`src/rtl/uart_pkg.sv`:
```
// Shared types for the configurable UART receiver: FSM state enum, parity modes, parity check.
package uart_pkg;

    typedef enum logic [2:0] {
        StIdle,
        StStart,
        StData,
        StParity,
        StStop,
        StStop2,
        StWaitHigh
    } rx_state_e;

    localparam logic [1:0] PAR_NONE = 2'b00;
    localparam logic [1:0] PAR_EVEN = 2'b01;
    localparam logic [1:0] PAR_ODD  = 2'b10;

    // data_xor is the XOR of all data bits; returns 1 when the received parity bit is consistent.
    function automatic logic parity_ok(input logic [1:0] mode, input logic data_xor,
                                       input logic par_bit);
        return (mode == PAR_ODD) ? (data_xor ^ par_bit) : !(data_xor ^ par_bit);
    endfunction

endpackage

```
`src/rtl/uart_rx_cfg_if.sv`:
```
// AXI-stream style output channel of the UART receiver (data, valid, ready).
interface uart_rx_cfg_if #(
    parameter int unsigned G_DATAWIDTH = 8
);
    logic [G_DATAWIDTH-1:0] tdata;
    logic                   tvalid;
    logic                   tready;

    modport master (output tdata, output tvalid, input tready);
    modport slave  (input tdata, input tvalid, output tready);
endinterface

```
`src/rtl/uart_rx_sampler.sv`:
```
// Two-flop rxd synchroniser; with UART_RX_MAJORITY_EN defined, adds a 2-of-3 voter over the
// last three synchronised values so a sample taken at counter 0 covers counter values 2,1,0.
module uart_rx_sampler (
    input  logic clk,
    input  logic rst,
    input  logic i_rxd,
    output logic o_rxd_sync,
    output logic o_bit
);
    logic r_sync1;
    logic r_sync2;

    always_ff @(posedge clk) begin
        if (rst) begin
            r_sync1 <= 1'b1;
            r_sync2 <= 1'b1;
        end else begin
            r_sync1 <= i_rxd;
            r_sync2 <= r_sync1;
        end
    end

    assign o_rxd_sync = r_sync2;

`ifdef UART_RX_MAJORITY_EN
    logic r_hist1;
    logic r_hist2;

    always_ff @(posedge clk) begin
        if (rst) begin
            r_hist1 <= 1'b1;
            r_hist2 <= 1'b1;
        end else begin
            r_hist1 <= r_sync2;
            r_hist2 <= r_hist1;
        end
    end

    assign o_bit = (r_hist1 & r_hist2) | (r_hist1 & r_sync2) | (r_hist2 & r_sync2);
`else
    assign o_bit = r_sync2;
`endif

endmodule

```
`src/rtl/uart_rx_cfg.sv`:
```
// UART receiver with runtime prescale/parity/stop-bit config and a backpressured stream output.
// Optional macro UART_RX_MAJORITY_EN selects 2-of-3 majority sampling in uart_rx_sampler.
module uart_rx_cfg
    import uart_pkg::*;
#(
    parameter int unsigned G_DATAWIDTH  = 8,
    parameter int unsigned G_PRESCALE_W = 19
) (
    input  logic                    clk,
    input  logic                    rst,
    input  logic                    i_rxd,
    input  logic [G_PRESCALE_W-1:0] i_cfg_prescale,
    input  logic [1:0]              i_cfg_parity,
    input  logic                    i_cfg_stop2,
    uart_rx_cfg_if.master           m_axis,
    output logic                    o_busy,
    output logic                    o_frame_error,
    output logic                    o_parity_error,
    output logic                    o_overrun_error,
    output logic                    o_break_detect
);
    localparam int unsigned BitCntW = (G_DATAWIDTH > 1) ? $clog2(G_DATAWIDTH) : 1;

    rx_state_e               r_state;
    logic [G_PRESCALE_W-1:0] r_prescale;
    logic [G_PRESCALE_W-1:0] r_cnt;
    logic [BitCntW-1:0]      r_bit_cnt;
    logic [G_DATAWIDTH-1:0]  r_shift;
    logic [1:0]              r_parity;
    logic                    r_stop2;
    logic                    r_par_bit;
    logic                    r_stop_bad;

    logic                    w_rxd_sync;
    logic                    w_bit;
    logic [G_PRESCALE_W-1:0] w_prescale_eff;
    logic                    w_tick;
    logic                    w_par_en;
    logic                    w_last_stop;
    logic                    w_frame_bad;
    logic                    w_par_bad;
    logic                    w_stop1_zero;
    logic                    w_break;

    uart_rx_sampler u_sampler (
        .clk        (clk),
        .rst        (rst),
        .i_rxd      (i_rxd),
        .o_rxd_sync (w_rxd_sync),
        .o_bit      (w_bit)
    );

    always_comb begin
        w_prescale_eff = (i_cfg_prescale < G_PRESCALE_W'(8)) ? G_PRESCALE_W'(8) : i_cfg_prescale;
        w_tick         = (r_cnt == '0);
        w_par_en       = (r_parity == PAR_EVEN) || (r_parity == PAR_ODD);
        w_last_stop    = w_tick && (((r_state == StStop) && !r_stop2) || (r_state == StStop2));
        w_frame_bad    = r_stop_bad || !w_bit;
        w_par_bad      = w_par_en && !parity_ok(r_parity, ^r_shift, r_par_bit);
        // First stop bit is either being sampled now or was recorded on the previous sample.
        w_stop1_zero   = (r_state == StStop) ? !w_bit : r_stop_bad;
        w_break        = (r_shift == '0) && (!w_par_en || !r_par_bit) && w_stop1_zero;
    end

    always_ff @(posedge clk) begin
        if (rst) begin
            r_state         <= StIdle;
            r_prescale      <= '0;
            r_cnt           <= '0;
            r_bit_cnt       <= '0;
            r_shift         <= '0;
            r_parity        <= PAR_NONE;
            r_stop2         <= 1'b0;
            r_par_bit       <= 1'b0;
            r_stop_bad      <= 1'b0;
            m_axis.tdata    <= '0;
            m_axis.tvalid   <= 1'b0;
            o_busy          <= 1'b0;
            o_frame_error   <= 1'b0;
            o_parity_error  <= 1'b0;
            o_overrun_error <= 1'b0;
            o_break_detect  <= 1'b0;
        end else begin
            o_frame_error   <= 1'b0;
            o_parity_error  <= 1'b0;
            o_overrun_error <= 1'b0;
            o_break_detect  <= 1'b0;
            if (m_axis.tvalid && m_axis.tready) begin
                m_axis.tvalid <= 1'b0;
            end

            case (r_state)
                StIdle: begin
                    if (!w_rxd_sync) begin
                        r_state    <= StStart;
                        o_busy     <= 1'b1;
                        r_prescale <= w_prescale_eff;
                        r_cnt      <= (w_prescale_eff >> 1) - G_PRESCALE_W'(1);
                        r_parity   <= (i_cfg_parity == 2'b11) ? PAR_NONE : i_cfg_parity;
                        r_stop2    <= i_cfg_stop2;
                        r_bit_cnt  <= '0;
                        r_par_bit  <= 1'b0;
                        r_stop_bad <= 1'b0;
                    end
                end
                StStart: begin
                    if (!w_tick) begin
                        r_cnt <= r_cnt - G_PRESCALE_W'(1);
                    end else if (!w_bit) begin
                        r_state <= StData;
                        r_cnt   <= r_prescale - G_PRESCALE_W'(1);
                    end else begin
                        r_state <= StIdle;
                        o_busy  <= 1'b0;
                    end
                end
                StData: begin
                    if (!w_tick) begin
                        r_cnt <= r_cnt - G_PRESCALE_W'(1);
                    end else begin
                        r_shift   <= {w_bit, r_shift[G_DATAWIDTH-1:1]};
                        r_bit_cnt <= r_bit_cnt + BitCntW'(1);
                        r_cnt     <= r_prescale - G_PRESCALE_W'(1);
                        if (r_bit_cnt == BitCntW'(G_DATAWIDTH - 1)) begin
                            r_state <= w_par_en ? StParity : StStop;
                        end
                    end
                end
                StParity: begin
                    if (!w_tick) begin
                        r_cnt <= r_cnt - G_PRESCALE_W'(1);
                    end else begin
                        r_par_bit <= w_bit;
                        r_cnt     <= r_prescale - G_PRESCALE_W'(1);
                        r_state   <= StStop;
                    end
                end
                StStop: begin
                    if (!w_tick) begin
                        r_cnt <= r_cnt - G_PRESCALE_W'(1);
                    end else if (r_stop2) begin
                        r_stop_bad <= !w_bit;
                        r_cnt      <= r_prescale - G_PRESCALE_W'(1);
                        r_state    <= StStop2;
                    end
                end
                StStop2: begin
                    if (!w_tick) begin
                        r_cnt <= r_cnt - G_PRESCALE_W'(1);
                    end
                end
                StWaitHigh: begin
                    if (w_rxd_sync) begin
                        r_state <= StIdle;
                        o_busy  <= 1'b0;
                    end
                end
                default: begin
                    r_state <= StIdle;
                    o_busy  <= 1'b0;
                end
            endcase

            // Completion is evaluated on the final stop sample so outputs appear the next cycle.
            if (w_last_stop) begin
                o_frame_error  <= w_frame_bad;
                o_parity_error <= w_par_bad;
                o_break_detect <= w_frame_bad && w_break;
                if (!w_frame_bad && !w_par_bad) begin
                    if (m_axis.tvalid && !m_axis.tready) begin
                        o_overrun_error <= 1'b1;
                    end else begin
                        m_axis.tdata  <= r_shift;
                        m_axis.tvalid <= 1'b1;
                    end
                end
                r_state <= w_frame_bad ? StWaitHigh : StIdle;
                o_busy  <= w_frame_bad;
            end
        end
    end

endmodule

```
`src/flat_wrapper.sv`:
```
// flat-port wrapper written by rule: the top's interface ports become plain ports
module uart_rx_cfg_flat import uart_pkg::*;
#(
    parameter int unsigned G_DATAWIDTH  = 8,
    parameter int unsigned G_PRESCALE_W = 19
)
  (clk, rst, i_rxd, i_cfg_prescale, i_cfg_parity, i_cfg_stop2, o_busy, o_frame_error, o_parity_error, o_overrun_error, o_break_detect, m_axis_tdata, m_axis_tvalid, m_axis_tready);
  uart_rx_cfg_if #(.G_DATAWIDTH(G_DATAWIDTH)) m_axis_i ();
  input  logic clk;
  input  logic rst;
  input  logic i_rxd;
  input  logic [G_PRESCALE_W-1:0] i_cfg_prescale;
  input  logic [1:0] i_cfg_parity;
  input  logic i_cfg_stop2;
  output logic o_busy;
  output logic o_frame_error;
  output logic o_parity_error;
  output logic o_overrun_error;
  output logic o_break_detect;
  output wire logic [$bits(m_axis_i.tdata)-1:0] m_axis_tdata;
  output wire logic [$bits(m_axis_i.tvalid)-1:0] m_axis_tvalid;
  input wire logic [$bits(m_axis_i.tready)-1:0] m_axis_tready;
  assign m_axis_tdata = m_axis_i.tdata;
  assign m_axis_tvalid = m_axis_i.tvalid;
  assign m_axis_i.tready = m_axis_tready;
  uart_rx_cfg #(.G_DATAWIDTH(G_DATAWIDTH), .G_PRESCALE_W(G_PRESCALE_W)) u_core (.clk(clk), .rst(rst), .i_rxd(i_rxd), .i_cfg_prescale(i_cfg_prescale), .i_cfg_parity(i_cfg_parity), .i_cfg_stop2(i_cfg_stop2), .m_axis(m_axis_i), .o_busy(o_busy), .o_frame_error(o_frame_error), .o_parity_error(o_parity_error), .o_overrun_error(o_overrun_error), .o_break_detect(o_break_detect));
endmodule
```
`config.mk`:
```
export PLATFORM = sky130hd
export DESIGN_NAME = uart_rx_cfg_flat
export DESIGN_NICKNAME = d
export VERILOG_FILES = /design/src/rtl/uart_pkg.sv /design/src/rtl/uart_rx_cfg_if.sv /design/src/rtl/uart_rx_sampler.sv /design/src/rtl/uart_rx_cfg.sv /design/src/flat_wrapper.sv
export SDC_FILE = /design/constraint.sdc
export NUM_CORES = 1
export LEC_CHECK = 0
export CAP_MARGIN = 15
export CORE_MARGIN = 4
export CORE_UTILIZATION = 45
export DETAILED_ROUTE_END_ITERATION = 6
export RECOVER_POWER = 50
export SYNTH_ARGS = -nofsm -noshare
export SYNTH_HDL_FRONTEND = slang
export SYNTH_SLANG_ARGS = --single-unit
export TNS_END_PERCENT = 100
```
`constraint.sdc`:
```
create_clock -name clk -period 4.35 [get_ports clk]
set_input_delay 0.87 -clock clk [delete_from_list [all_inputs] [get_ports clk]]
set_output_delay 0.87 -clock clk [all_outputs]
set_load 0.01 [all_outputs]
```
==> out/qor.json, run 1 <==
{
  "adder_and_majority_gate_portion_of_the_synthesized_area_pct": 2.746,
  "worstRegToRegCells": 8,
  "ys_top_cells_by_area": "sky130_fd_sc_hd__dfxtp_1 32%, sky130_fd_sc_hd__nand2_1 7.2%, sky130_fd_sc_hd__a21oi_1 6.9%, sky130_fd_sc_hd__nor2_1 4.5%, sky130_fd_sc_hd__xnor2_1 4.0%",
  "synthSimpleGateAreaFrac_pct": 31.37,
  "gp_routability_congestion": 0.9142,
  "max_slew.worst_pin.slew_ns": 1.887,
  "multi_input_combinational_cell_area_mm2": 0.002856,
  "cts_tree": "done",
  "synth_common_cells": "87 x sky130_fd_sc_hd__nand2_1, 73 x sky130_fd_sc_hd__dfxtp_1, 63 x sky130_fd_sc_hd__a21oi_1, 55 x sky130_fd_sc_hd__nor2_1, 31 x sky130_fd_sc_hd__clkbuf_1",
  "grt_antenna_before_repair": 0,
  "synth-seq-area-share_pct": 32.08,
  "synth_xor_area_share_pct": 6.921,
  "die_y_um": 108.6,
  "first_global_vias": 4246,
  "seq_area_mm2": 0.001461,
  "vdd.ir_drop.worst_mv": 0.1695,
  "leakage_nw": 1.921,
  "layout-drive-gt1-share_pct": 7.704,
  "timing.final.setup_violations": 0,
  "clock_latency_ns": 0.37,
  "final.fill_count": 1009,
  "hold_viol": 0,
  "synth_top_family_by_area": "simple AND/OR/NAND/NOR gates",
  "ys_ff_latch": 73,
  "period_needed_ns": 3.922,
  "hold_depth": 1,
  "achievable-frequency_ghz": 0.2550,
  "synth.mux.area_fraction_pct": 2.225,
  "groute.usage.overall_pct": 23.78,
  "ios": 40,
  "crit_fanout": 4,
  "drc": 0,
  "cts.sink_count": 73,
  "final.setup_skew_ns": 0.009951,
  "postLayoutSetupSlackWorst_ns": 0.4278,
  "power_density_mw_per_mm2": 415.0,
  "cts-root-buf": "sky130_fd_sc_hd__clkbuf_8",
  "detail-route-antenna-nets": 0,
  "crit_arrival_ns": 4.10,
  "start_kind": "input port",
  "dr.first_iter.drc_count": 414,
  "cell_accounting_for_the_most_synthesized_area": "sky130_fd_sc_hd__dfxtp_1",
  "timing.max_cap.violations": 2,
  "grt_setup_unrepaired": "false",
  "row_count": 36,
  "grt_start_max_net_pins": 41,
  "postCtsSetupBuffers": 0,
  "core_region_area_mm2": 0.009819,
  "ctsResizeCount": 0,
  "synth-edff-count": 0,
  "setup-tns-final_ns": 0,
  "hp-start": "u_core.u_sampler.r_sync1",
  "chipWidth_um": 108.6,
  "place_worst_setup_slack_ns": 0.1105,
  "die_area_mm2": 0.01180,
  "timing.critical_path.to_type": "register",
  "cts-buffers-inserted": 9,
  "worst_r2r_endpoint": "u_core.m_axis.tdata[6]",
  "post_cts_hold_buffer_count": 0,
  "syn2layout_area_growth_pct": 16.95,
  "syn_area_per_cell_um2": 7.456,
  "synth_warn": 0,
  "maxSlewViolCount": 79,
  "postSynthCellCount": 611,
  "synth.distinct_cells": 61,
  "worstHoldEndpoint": "u_core.u_sampler.o_bit",
  "hpwlAfterDp_um": 9753,
  "port_buffers": 39,
  "min_path_type": "register to register",
  "detail_route.first_pass.iterations": 5,
  "post_drt_wl_per_cell_um": 17.13,
  "grt_overflow": 0,
  "setup.worst_path.class": "input port to register",
  "via_per_inst": 5.866,
  "slew-limit-headroom_pct": -25.82,
  "timing.final.crit_share_pct": 90.17,
  "antenna_diodes": 0,
  "grt_pass1_wl_um": 21860,
  "ys_async_sr_fraction_pct": 0,
  "synth_compound_area_share_pct": 19.66,
  "regToRegSetupSlack_ns": 0.90,
  "holdWs_ns": 0.4178,
  "syn-cell-area_mm2": 0.004556,
  "synthMostInstantiatedCell": "sky130_fd_sc_hd__nand2_1",
  "clk_pin_slew_ns": 0.08,
  "synth.net_count": 647,
  "run_status": "finished with violations",
  "cts.htree.levels": 3,
  "critical_path.reg2reg.startpoint": "u_core.r_cnt[0]",
  "detailroute.via_count": 4587,
  "effective_utilization_at_floorplan_pct": 46.39,
  "failing_checks": "capacitance limit, slew limit",
  "yosys_most_used_dff": "sky130_fd_sc_hd__dfxtp_1",
  "finish.net_count": 680,
  "route.final.wire_length_um": 13390,
  "synth_top_area_share_pct": 32.08,
  "critical_path_required_ns": 4.53,
  "maximum_buffer_depth_of_the_clock_tree": 2
}
through the flow:
step	cell area [um^2]	instances	utilization [%]	power [mW]
finish	5328	782	54.26	2.211
CTS	5348	782	54.46	2.217
floorplan	4556	611	-	1.368
global placement	5121	766	52.15	1.588
global route	5328	782	54.26	2.332
detailed placement	5121	766	52.15	1.591
where the power goes:
part,switching (mW),internal (mW)
logic,0.491,0.289
registers,0.0825,0.719
clock network,0.299,0.330
per-layer routing:
layer / vias up / part of all wire [%] / track usage [%]
met4: 0 / 1.2 / 7.124
met2: 165 / 44 / 35.97
met1: 2141 / 48 / 33.66
met5: - / 0 / 0
li1: 2269 / - / -
met3: 12 / 7.4 / 5.565
cells in the final DEF, fill, tap and decap left out, drive strengths merged, types with 4 or more instances in the layout:
cell type and count:
nand2 87, dfxtp 73, a21oi 63, nor2 55, nor3 30, inv 25, clkdlybuf4s50 24, nand3 24
xnor2 21, o21ai 21, nor4 20, buf 19, xor2 15, a211oi 15, or3 14, dlygate4sd3 14
clkbuf 11, ha 10, or4 10, mux2i 9, nand4 8, o22ai 8, nand2b 7, nand3b 5
o31ai 5, a22oi 4
critical path, cell delays in order:
cell and delay (ns):
sky130_fd_sc_hd__clkdlybuf4s50_1 0.41, sky130_fd_sc_hd__or4_1 0.54, sky130_fd_sc_hd__or3_1 0.33, sky130_fd_sc_hd__or3_1 0.36, sky130_fd_sc_hd__nand2_1 0.12, sky130_fd_sc_hd__ha_1 0.16
sky130_fd_sc_hd__nor4b_1 0.24, sky130_fd_sc_hd__buf_4 0.18, sky130_fd_sc_hd__nand2_1 0.11, sky130_fd_sc_hd__nor4_1 0.31, sky130_fd_sc_hd__xor2_1 0.11, sky130_fd_sc_hd__a211oi_1 0.23
sky130_fd_sc_hd__o32ai_1 0.11
layout make-up:
type	count	area share, %
flip-flops and latches	73	27.43
inverters	23	1.620
repair buffers	59	9.958
clock buffers	9	2.325
well taps	133	3.124
multi-input cells	478	53.62
clock inverters	7	1.926
state kept, by name, indices dropped and copies added, names as in the netlist:
register                  flops
u_core.o_busy                 1
u_core.r_prescale            19
u_core.m_axis.tvalid          1
u_core.r_stop2                1
u_core.o_overrun_error        1
u_core.o_frame_error          1
u_core.r_state                3
u_core.u_sampler.o_bit        1
u_core.r_shift                8
u_core.r_parity               2
u_core.r_cnt                 19
u_core.m_axis.tdata           8
u_core.r_stop_bad             1
u_core.o_parity_error         1
u_core.o_break_detect         1
u_core.r_bit_cnt              3
u_core.r_par_bit              1
u_core.u_sampler.r_sync1      1
worst max-delay path by stage:
stage | start | to | depth (start not counted)
floorplan | i_cfg_prescale[15] | u_core.r_cnt[10] | 11
global placement | i_cfg_prescale[15] | u_core.r_cnt[10] | 13
detailed placement | i_cfg_prescale[15] | u_core.r_cnt[10] | 13
CTS | i_cfg_prescale[15] | u_core.r_cnt[10] | 13
global route | i_cfg_prescale[15] | u_core.r_cnt[10] | 13
finish | i_cfg_prescale[15] | u_core.r_cnt[10] | 13
cells by family (layout without fill, tap and decap cells):
group | after synthesis | count (layout)
fa+ha+maj | 10 | 10
simple gates | 279 | 279
buf+inv | 60 | 98
xor+xnor | 36 | 36
compound gates | 143 | 143
flops | 73 | 73
mux | 10 | 10
Power figures use the tool's default switching activity.
==> inputs of run 2 (changes only) <==
--- a/config.mk
+++ b/config.mk
@@ -5,6 +5,7 @@
 export SDC_FILE = /design/constraint.sdc
 export NUM_CORES = 1
 export LEC_CHECK = 0
+export ABC_CLOCK_PERIOD_IN_PS = 4350
 export CAP_MARGIN = 15
 export CORE_MARGIN = 4
 export CORE_UTILIZATION = 45
==> results of run 2 <==
No change in the layout: final DEF, timing and power equal those of run 1.
